File: src/rtl/keypad_pkg.sv
// rtl/keypad_pkg.sv - shared key codes, column strobes, FSM states and matrix map
// for the keypad emulator.
package keypad_pkg;

  localparam logic [3:0] KEY_0    = 4'd0;
  localparam logic [3:0] KEY_1    = 4'd1;
  localparam logic [3:0] KEY_2    = 4'd2;
  localparam logic [3:0] KEY_3    = 4'd3;
  localparam logic [3:0] KEY_4    = 4'd4;
  localparam logic [3:0] KEY_5    = 4'd5;
  localparam logic [3:0] KEY_6    = 4'd6;
  localparam logic [3:0] KEY_7    = 4'd7;
  localparam logic [3:0] KEY_8    = 4'd8;
  localparam logic [3:0] KEY_9    = 4'd9;
  localparam logic [3:0] KEY_STAR = 4'd10;
  localparam logic [3:0] KEY_HASH = 4'd11;

  localparam logic [2:0] NO_SCAN = 3'b000;
  localparam logic [2:0] COLUMN1 = 3'b001;
  localparam logic [2:0] COLUMN2 = 3'b010;
  localparam logic [2:0] COLUMN3 = 3'b100;

  localparam logic [3:0] ROW0 = 4'b0001;
  localparam logic [3:0] ROW1 = 4'b0010;
  localparam logic [3:0] ROW2 = 4'b0100;
  localparam logic [3:0] ROW3 = 4'b1000;

  typedef enum logic [1:0] {
    ST_IDLE,
    ST_WAIT_COL,
    ST_HOLD,
    ST_GAP
  } state_t;

  function automatic logic is_legal(input logic [3:0] code);
    return code <= KEY_HASH;
  endfunction

  // Illegal codes map to NO_SCAN so they can never match a column strobe.
  function automatic logic [2:0] col_of(input logic [3:0] code);
    logic [2:0] col;
    case (code)
      KEY_1, KEY_4, KEY_7, KEY_STAR: col = COLUMN1;
      KEY_2, KEY_5, KEY_8, KEY_0:    col = COLUMN2;
      KEY_3, KEY_6, KEY_9, KEY_HASH: col = COLUMN3;
      default:                       col = NO_SCAN;
    endcase
    return col;
  endfunction

  function automatic logic [3:0] row_of(input logic [3:0] code);
    logic [3:0] row;
    case (code)
      KEY_1, KEY_2, KEY_3:           row = ROW0;
      KEY_4, KEY_5, KEY_6:           row = ROW1;
      KEY_7, KEY_8, KEY_9:           row = ROW2;
      KEY_STAR, KEY_0, KEY_HASH:     row = ROW3;
      default:                       row = 4'b0000;
    endcase
    return row;
  endfunction

endpackage

File: src/rtl/keypad_emulator_fifo.sv
// rtl/keypad_emulator_fifo.sv - key_fifo: small synchronous FIFO holding queued key codes.
// DEPTH must be a power of two, at least 2.
module key_fifo #(
  parameter int WIDTH = 4,
  parameter int DEPTH = 4
) (
  input  logic             clk,
  input  logic             rst,
  input  logic             push,
  input  logic [WIDTH-1:0] din,
  input  logic             pop,
  output logic [WIDTH-1:0] dout,
  output logic             full,
  output logic             empty
);

  localparam int AW = $clog2(DEPTH);

  logic [WIDTH-1:0] mem [DEPTH];
  logic [AW:0]      wr_ptr;
  logic [AW:0]      rd_ptr;
  logic             do_push;
  logic             do_pop;

  // Pointers carry one extra wrap bit so full and empty are distinguishable.
  assign empty   = (wr_ptr == rd_ptr);
  assign full    = (wr_ptr[AW] != rd_ptr[AW]) && (wr_ptr[AW-1:0] == rd_ptr[AW-1:0]);
  assign do_push = push && !full;
  assign do_pop  = pop && !empty;
  assign dout    = mem[rd_ptr[AW-1:0]];

  always_ff @(posedge clk or posedge rst) begin
    if (rst) begin
      wr_ptr <= '0;
      rd_ptr <= '0;
    end else begin
      if (do_push) wr_ptr <= wr_ptr + 1'b1;
      if (do_pop)  rd_ptr <= rd_ptr + 1'b1;
    end
  end

  always_ff @(posedge clk) begin
    if (do_push) mem[wr_ptr[AW-1:0]] <= din;
  end

endmodule

File: src/rtl/keypad_emulator.sv
// rtl/keypad_emulator.sv - far-end 3x4 keypad model answering the column scan with
// row returns for queued key codes, each held then released for fixed times.
module keypad_emulator #(
  parameter int HOLD_CYCLES = 75000,
  parameter int GAP_CYCLES  = 75000,
  parameter int DEPTH       = 4
) (
  input  logic       clk,
  input  logic       rst,
  input  logic [2:0] key_col,
  output logic [3:0] key_row,
  input  logic [3:0] key_in,
  input  logic       key_valid,
  output logic       key_ready,
  output logic       busy,
  output logic [3:0] active_key,
  output logic       err
);

  import keypad_pkg::*;

  localparam int CNT_MAX = (HOLD_CYCLES > GAP_CYCLES) ? HOLD_CYCLES : GAP_CYCLES;
  localparam int CW      = (CNT_MAX > 1) ? $clog2(CNT_MAX) : 1;
  localparam logic [CW-1:0] HOLD_LAST = CW'(HOLD_CYCLES - 1);
  localparam logic [CW-1:0] GAP_LAST  = CW'(GAP_CYCLES - 1);

  state_t        state, state_n;
  logic [CW-1:0] cnt, cnt_n;
  logic [3:0]    active_n;
  logic [3:0]    row_n;
  logic          col_match;
  logic          fifo_pop;
  logic          fifo_push;
  logic          fifo_full;
  logic          fifo_empty;
  logic [3:0]    fifo_dout;
  logic          accept;

  assign key_ready = !fifo_full;
  assign accept    = key_valid && key_ready;
  assign fifo_push = accept && is_legal(key_in);

  key_fifo #(
    .WIDTH (4),
    .DEPTH (DEPTH)
  ) u_fifo (
    .clk   (clk),
    .rst   (rst),
    .push  (fifo_push),
    .din   (key_in),
    .pop   (fifo_pop),
    .dout  (fifo_dout),
    .full  (fifo_full),
    .empty (fifo_empty)
  );

  // Non-one-hot strobes never equal a column constant, so they read as no match.
  assign col_match = (key_col == col_of(active_key));

  always_comb begin
    state_n  = state;
    cnt_n    = cnt;
    active_n = active_key;
    fifo_pop = 1'b0;
    case (state)
      ST_IDLE: begin
        if (!fifo_empty) begin
          fifo_pop = 1'b1;
          active_n = fifo_dout;
          state_n  = ST_WAIT_COL;
        end
      end
      ST_WAIT_COL: begin
        if (col_match) begin
          state_n = ST_HOLD;
          cnt_n   = '0;
        end
      end
      ST_HOLD: begin
        if (cnt == HOLD_LAST) begin
          state_n = ST_GAP;
          cnt_n   = '0;
        end else begin
          cnt_n = cnt + 1'b1;
        end
      end
      ST_GAP: begin
        if (cnt == GAP_LAST) begin
          state_n = ST_IDLE;
        end else begin
          cnt_n = cnt + 1'b1;
        end
      end
      default: state_n = ST_IDLE;
    endcase
  end

  // Row drive follows the next state so the press spans exactly HOLD_CYCLES edges.
  always_comb begin
    row_n = 4'b0000;
    if (state_n == ST_HOLD && col_match) row_n = row_of(active_key);
  end

  always_ff @(posedge clk or posedge rst) begin
    if (rst) begin
      state      <= ST_IDLE;
      cnt        <= '0;
      active_key <= 4'd0;
      key_row    <= 4'b0000;
      busy       <= 1'b0;
      err        <= 1'b0;
    end else begin
      state      <= state_n;
      cnt        <= cnt_n;
      active_key <= active_n;
      key_row    <= row_n;
      busy       <= (state_n != ST_IDLE);
      err        <= accept && !is_legal(key_in);
    end
  end

endmodule

File: config.mk
export PLATFORM = sky130hd
export DESIGN_NAME = keypad_emulator
export DESIGN_NICKNAME = d
export VERILOG_FILES = /design/src/rtl/keypad_pkg.sv /design/src/rtl/keypad_emulator_fifo.sv /design/src/rtl/keypad_emulator.sv
export SDC_FILE = /design/constraint.sdc
export NUM_CORES = 1
export LEC_CHECK = 0
export BUFFER_PORTS_ARGS = -buffer_cell sky130_fd_sc_hd__buf_2
export CAP_MARGIN = 20
export CORE_ASPECT_RATIO = 1.1
export CORE_MARGIN = 1
export CORE_UTILIZATION = 43
export DETAILED_ROUTE_END_ITERATION = 10
export RECOVER_POWER = 25
export SYNTH_ARGS = -nofsm -noshare
export SYNTH_HDL_FRONTEND = slang
export SYNTH_SLANG_ARGS = --single-unit
File: constraint.sdc
create_clock -name clk -period 3.1 [get_ports clk]
set_clock_uncertainty 0.1 [all_clocks]
set_input_delay 0.31 -clock clk [delete_from_list [all_inputs] [get_ports clk]]
set_output_delay 0.31 -clock clk [all_outputs]
set_load 0.02 [all_outputs]
==> results.json, run 1 <==
{
  "grt_max_degree": 36,
  "min_period_over_period": 0.929,
  "ir_worst_vdd_uv": 265,
  "endpoint": "cnt[12]$_DFFE_PP0P_",
  "cts_max_path_buffers": 2,
  "track_usage": 0.160,
  "tightestPinTransition_ns": 1.92,
  "ys.flop_type": "dfrtp_1",
  "gp_congestion": 0.771,
  "arrival_ns": 3.04,
  "num_antenna_cells": 0,
  "tns_ns": 0,
  "crit_type": "flip-flop to flip-flop",
  "cts_tree": "done",
  "total_power_w": 0.00136,
  "io_pins": 21,
  "drv_cap": 1,
  "cts.sinks": 51,
  "grt_overflow": 0,
  "violations": "max-capacitance violations, max-slew violations",
  "portBuffers": 20,
  "slew_viol_final": 36,
  "cp-end-kind": "flip-flop",
  "post_route_cells_drive_above_1_share": 0.159,
  "synth_common_cells": "dfrtp_1 (35), nand2_1 (22), nor2_1 (19), edfxtp_1 (16), ha_1 (12)",
  "synthCells": 225,
  "start_util": 0.447,
  "grt_pass1_wl_mm": 7.70,
  "syn2layout_area_growth_pct": 11.0,
  "design.die.area_um2": 6310,
  "die-height_um": 83.2,
  "cts_setup_buffers": 0,
  "post_drt_wl_per_cell_um": 13.9,
  "leakage_nw": 1.22,
  "hold_path.class": "primary input to flip-flop",
  "drtAntennaViolNets": 0,
  "ys_ff_latch": 51,
  "synth.distinct_cells": 44,
  "htreeDepth": 2,
  "timing.fmax_mhz": 347,
  "vias": 1685,
  "r2r_end": "cnt[12]$_DFFE_PP0P_",
  "core_area_um2": 5770,
  "antenna_found_initial": 0,
  "hold_violations": 0,
  "cts.clk_slew.worst_paths_ns": 0.10,
  "rsz0062_at_grt": "no",
  "rows": 29,
  "yosys_warnings": 0,
  "fill_cells": 523,
  "finalSetupViolations": 0,
  "reg2regPathDepth": 9,
  "cp_max_fo": 9,
  "fin_crit_ns": 2.88,
  "async_flop_share": 0.686,
  "root_buffer": "clkbuf_8",
  "finalNetCount": 272,
  "syn_avg_cell_area_um2": 11.5,
  "synth_edf_count": 16,
  "first_global_vias": 1636,
  "status": "finished, violations left",
  "syn-num-nets": 247,
  "yosysSeqAreaShare": 0.526,
  "cts_buffers": 5,
  "cp-startpoint": "active_key[1]$_DFFE_PP0P_",
  "yosysTopAreaCell": "dfrtp_1",
  "clk_latency_ns": 0.31,
  "reg2reg_from": "active_key[1]$_DFFE_PP0P_",
  "yosysMostFrequentCell": "dfrtp_1",
  "ys_top_cells_by_area": "dfrtp_1 (34%), edfxtp_1 (19%), ha_1 (5.8%)",
  "drtIter0Drc": 113,
  "power_density_nw_per_um2": 474,
  "fp.dieW_um": 75.8,
  "start_kind": "flip-flop",
  "r2r_slack_ns": 0.22,
  "required_ns": 3.25,
  "drt_wl_total_mm": 4.56,
  "via_per_inst": 5.14,
  "dpl.hpwl_mm": 3.22,
  "netlist_area_um2": 2580,
  "synth_top_area_frac": 0.340,
  "drc_errors": 0,
  "first_pass_iters": 4,
  "maxSlewHeadroom": -0.278
}
[logic make-up (layout without fill, tap and decap cells)]
| group | Yosys count | in the layout | share of synthesized area |
|---|---|---|---|
| AND/OR/NAND/NOR | 87 | 87 | 0.177 |
| buffers and inverters | 16 | 42 | 0.0301 |
| flip-flops | 51 | 51 | 0.526 |
| AO/OA/AOI/OAI | 30 | 30 | 0.0816 |
| adder cells (fa/ha/maj) | 12 | 12 | 0.0583 |
| multiplexers | 11 | 11 | 0.0655 |
| XOR/XNOR | 18 | 18 | 0.0612 |
[layer usage]
layer  wire length, um  global-route usage  vias to the layer above
li1                  -                   -                      860
met1              2280               0.219                      794
met2              2110               0.249                       24
met3               112              0.0340                        7
met4                66              0.0522                        0
met5                 0                   0                        -
[through the flow]
step | instances | setup WS (ns) | util | area [um2] | hold slack (ns)
finish | 328 | 0.219 | 0.496 | 2860 | 0.141
global route | 328 | 0.0241 | 0.496 | 2860 | 0.168
CTS | 328 | 0.143 | 0.496 | 2860 | 0.0969
detailed placement | 319 | 0.173 | 0.478 | 2760 | 0.346
global placement | 319 | 0.181 | 0.478 | 2760 | 0.338
floorplan | 225 | 0.189 | - | 2580 | 0.309
[worst min path at each step]
stage                          from                    endpoint  slack [ns]  cells after the start
after global routing      key_valid               err$_DFF_PP0_        0.17                      3
after global placement          rst          cnt[7]$_DFFE_PP0P_        0.34                      3
final                     key_in[1]  u_fifo.mem[2][1]$_DFFE_PP_        0.14                      1
after detailed placement        rst          cnt[7]$_DFFE_PP0P_        0.35                      3
after floorplan           key_in[0]  u_fifo.mem[0][0]$_DFFE_PP_        0.31                      0
after CTS                 key_in[1]  u_fifo.mem[2][1]$_DFFE_PP_         0.1                      1
[cell type report]
type / count / area (um2) / area share
clock buffers: 5 / 68.8 / 0.0240
well taps: 77 / 96.3 / 0.0337
inverters: 10 / 37.5 / 0.0131
clock inverters: 3 / 27.5 / 0.00962
flip-flops and latches: 51 / 1360 / 0.474
repair buffers: 24 / 124 / 0.0433
multi-input cells: 158 / 1150 / 0.402
[repair_timing]
item | in CTS | in global routing
hold buffers | 1 | 0
hold endpoints to repair | 1 | 0
endpoints found under the setup margin | 0 | 5
resized for setup | 0 | 2
[flip-flops by register name, indices dropped and copies added (netlist names)]
| name | count |
|---|---|
| err | 1 |
| u_fifo.mem | 16 |
| u_fifo.wr_ptr | 3 |
| key_row | 4 |
| cnt | 17 |
| active_key | 4 |
| u_fifo.rd_ptr | 3 |
| state | 2 |
| busy | 1 |
[placed cells by master, fill, tap and decap left out, drive strengths merged, types with 2 or more instances in the layout]
master / netlist / routed
o211ai: 6 / 6
or3: 2 / 2
or4: 7 / 7
ha: 12 / 12
buf: 4 / 18
or2: 2 / 2
xnor2: 11 / 11
nor3b: 2 / 2
clkbuf: 2 / 10
nand2: 22 / 22
xor2: 7 / 7
dfrtp: 35 / 35
o31ai: 2 / 2
o21ai: 10 / 10
edfxtp: 16 / 16
and4: 2 / 2
inv: 9 / 11
nor2: 19 / 19
nor4: 4 / 4
and2: 6 / 6
nor4bb: 2 / 2
nand2b: 2 / 2
a21oi: 4 / 4
mux2: 4 / 4
nor4b: 2 / 2
nand4: 3 / 3
nor3: 5 / 5
mux2i: 3 / 3
a22oi: 3 / 3
nand3: 6 / 6
mux4: 4 / 4
[worst max-delay path, cell delays in order, from the launching register on]
cell and delay [ns]:
dfrtp_1 0.47, inv_1 0.13, ha_1 0.22, mux2_4 0.27
o21ai_2 0.13, xnor2_1 0.10, o41a_4 0.41, or3_4 0.44
or4_1 0.47, nand2_1 0.07
[report_power, final]
group | internal (W) | switching [W] | total, W
Combinational | 0.0000621 | 0.000104 | 0.000166
Clock | 0.000168 | 0.000243 | 0.000411
Sequential | 0.000750 | 0.0000278 | 0.000778
Note: power is estimated with default switching activity, not from simulation.
==> run 2: changes to the inputs <==
--- a/config.mk
+++ b/config.mk
@@ -10,6 +10,7 @@
 export CORE_ASPECT_RATIO = 1.1
 export CORE_MARGIN = 1
 export CORE_UTILIZATION = 43
+export CTS_CLUSTER_SIZE = 24
 export DETAILED_ROUTE_END_ITERATION = 10
 export RECOVER_POWER = 25
 export SYNTH_ARGS = -nofsm -noshare
==> constraint.sdc (replaced) <==
create_clock -name clk -period 2.45 [get_ports clk]
set_clock_uncertainty 0.1 [all_clocks]
set_input_delay 0.245 -clock clk [delete_from_list [all_inputs] [get_ports clk]]
set_output_delay 0.245 -clock clk [all_outputs]
set_load 0.02 [all_outputs]
==> run 2 against run 1 <==
The run ends with negative setup slack left. Critical path depth did not move. Via count increased by 11%. Sequential power rose by 27%. Critical path type unchanged. Design area is 14% higher. Sequential share of layout area decreased by 5.8 points. Utilization increased by 7.0 points. Critical endpoint unchanged. Power grew 26%.
==> results.json, run 2 (synthesis results as in run 1) <==
{
  "worst_hold_path.endpoint": "u_fifo.mem[0][1]$_DFFE_PP_",
  "leakage_nw": 1.39,
  "drtIter0Drc": 74,
  "fill_cells": 480,
  "design.die.area_um2": 6310,
  "regMostFlops": "cnt",
  "gp_congestion": 0.747,
  "p_int_w": 0.00125,
  "clkPwrFrac": 0.296,
  "antenna_found_initial": 0,
  "tightestPinTransition_ns": 0.870,
  "cp_max_fo": 6,
  "grt_pass1_wl_mm": 8.94,
  "die-height_um": 83.2,
  "post_drt_wl_per_cell_um": 14.7,
  "root_buffer": "clkbuf_8",
  "status": "finished, violations left",
  "fin_crit_ns": 2.74,
  "clk_latency_ns": 0.31,
  "drt_wl_total_mm": 5.25,
  "multi_input_area_um2": 1330,
  "hold_path.class": "primary input to flip-flop",
  "pwr-share-comb": 0.126,
  "io_pins": 21,
  "crit_type": "flip-flop to flip-flop",
  "via_per_inst": 5.22,
  "crit_path_cell_trace": "inv_4, ha_4, nand2b_4, mux2i_2, xor2_1, o41a_4, or3_4, or4_1, nand2_1",
  "r2r_slack_ns": -0.29,
  "worst-path-buf-inv": 1,
  "cp-end-kind": "flip-flop",
  "num_antenna_cells": 0,
  "cts_tree": "done",
  "cts.clk_slew.worst_paths_ns": 0.10,
  "fp.dieW_um": 75.8,
  "min_from": "key_in[1]",
  "critPathTopFamily": "simple AND/OR/NAND/NOR gates",
  "reg2regPathDepth": 9,
  "total_power_w": 0.00171,
  "critPathMaxStageDelay_ns": 0.49,
  "power.net_switching_w": 0.000462,
  "pwr-share-seq": 0.578,
  "track_usage": 0.185,
  "rows": 29,
  "cts_max_path_buffers": 2,
  "largest_reg_flops": 17,
  "swShare": 0.270,
  "crit_slowest_cell": "dfrtp_2",
  "dp_cells": 341,
  "drtAntennaViolNets": 0,
  "pre_cts_ws_ns": -0.284,
  "layout_common_cells": "dfrtp_1 (33), buf_4 (30), nand2_1 (21)",
  "grt_overflow": 0,
  "vias": 1862,
  "arrival_ns": 2.89,
  "grt_max_degree": 36,
  "min_period_over_period": 1.12,
  "portBuffers": 20,
  "start_util": 0.447,
  "tns_ns": -2.67,
  "first_global_vias": 1922,
  "drv_cap": 0,
  "first_pass_iters": 4,
  "htreeDepth": 2,
  "finalNetCount": 301,
  "violations": "negative setup slack",
  "maxSlewHeadroom": 0.420,
  "core_area_um2": 5770,
  "min_delay_path_depth": 1,
  "cts_buffers": 5,
  "final-seq-area_um2": 1360,
  "syn2layout_area_growth_pct": 26.7,
  "instances_no_fill": 357,
  "slew_viol_final": 0,
  "drc_errors": 0,
  "reg2reg_from": "active_key[0]$_DFFE_PP0P_",
  "r2r_end": "cnt[12]$_DFFE_PP0P_",
  "setup_ws_ns": -0.286,
  "dpl.hpwl_mm": 3.70,
  "postLayoutCoreUtil": 0.566,
  "cts.sinks": 51,
  "timing.fmax_mhz": 365,
  "rsz0062_at_grt": "yes",
  "power_density_nw_per_um2": 524,
  "mostFrequentLayoutCell": "dfrtp_1",
  "post_route_cells_drive_above_1_share": 0.343,
  "start_kind": "flip-flop",
  "ir_worst_vdd_uv": 390,
  "finalSetupViolations": 18,
  "hold_violations": 0,
  "required_ns": 2.60
}
## run 2: changes by cell type in the layout (fill, tap and decap cells not counted), moves of 3 or more
cell,before,now
ha_1,12,8
ha_4,0,4
nor4_1,4,0
nor4_4,0,3
buf_4,2,30
## run 2: area by class of cell
| type | instances | area share |
|---|---|---|
| timing repair buffer | 53 | 0.106 |
| sequential | 51 | 0.416 |
| clock buffer | 5 | 0.0211 |
| inverter | 10 | 0.0130 |
| multi-input combinational | 158 | 0.406 |
| tap | 77 | 0.0295 |
| clock inverter | 3 | 0.00805 |
## run 2: how the worst max path moves through the flow
stage | startpoint | endpoint | cells after the start
detailed placement | active_key[0]$_DFFE_PP0P_ | cnt[14]$_DFFE_PP0P_ | 9
floorplan | active_key[1]$_DFFE_PP0P_ | cnt[10]$_DFFE_PP0P_ | 10
finish | active_key[0]$_DFFE_PP0P_ | cnt[12]$_DFFE_PP0P_ | 9
CTS | active_key[0]$_DFFE_PP0P_ | cnt[5]$_DFFE_PP0P_ | 8
global route | active_key[0]$_DFFE_PP0P_ | cnt[10]$_DFFE_PP0P_ | 9
global placement | active_key[1]$_DFFE_PP0P_ | cnt[14]$_DFFE_PP0P_ | 9
## run 2: per-stage QoR
step                hold slack, ns  area (um2)
finish                      0.0871        3260
global route                 0.113        3260
CTS                         0.0404        3120
detailed placement           0.279        2930
global placement             0.277        2930
floorplan                    0.244        2590
## run 2: worst reg2reg max path: cells and delay by family, from the launching register on
family          cells  cell delay, ns
compound gates      1            0.48
xor+xnor            1            0.14
fa+ha+maj           1            0.15
buf+inv             1            0.12
flops               1            0.49
mux                 1            0.21
simple gates        4            0.98
## run 2: per-layer routing
layer	track usage	wire (um)
met1	0.240	2280
met2	0.311	2740
met3	0.0340	133
met4	0.0505	95
met5	0	0
## run 2: repair_timing
action	CTS	global route
endpoints found under the setup margin	13	18
setup buffers	3	4
hold buffers	1	0
gates resized for setup	11	21
pin swaps	7	11
endpoints found under the hold margin	35	0
## run 2: power groups by stage
stage	clock, W	combinational [W]	sequential [W]
floorplan	0	0.000149	0.000997
global placement	0	0.000213	0.00101
detailed placement	0	0.000216	0.00101
CTS	0.000528	0.000220	0.000989
global route	0.000557	0.000255	0.000997
finish	0.000506	0.000215	0.000988
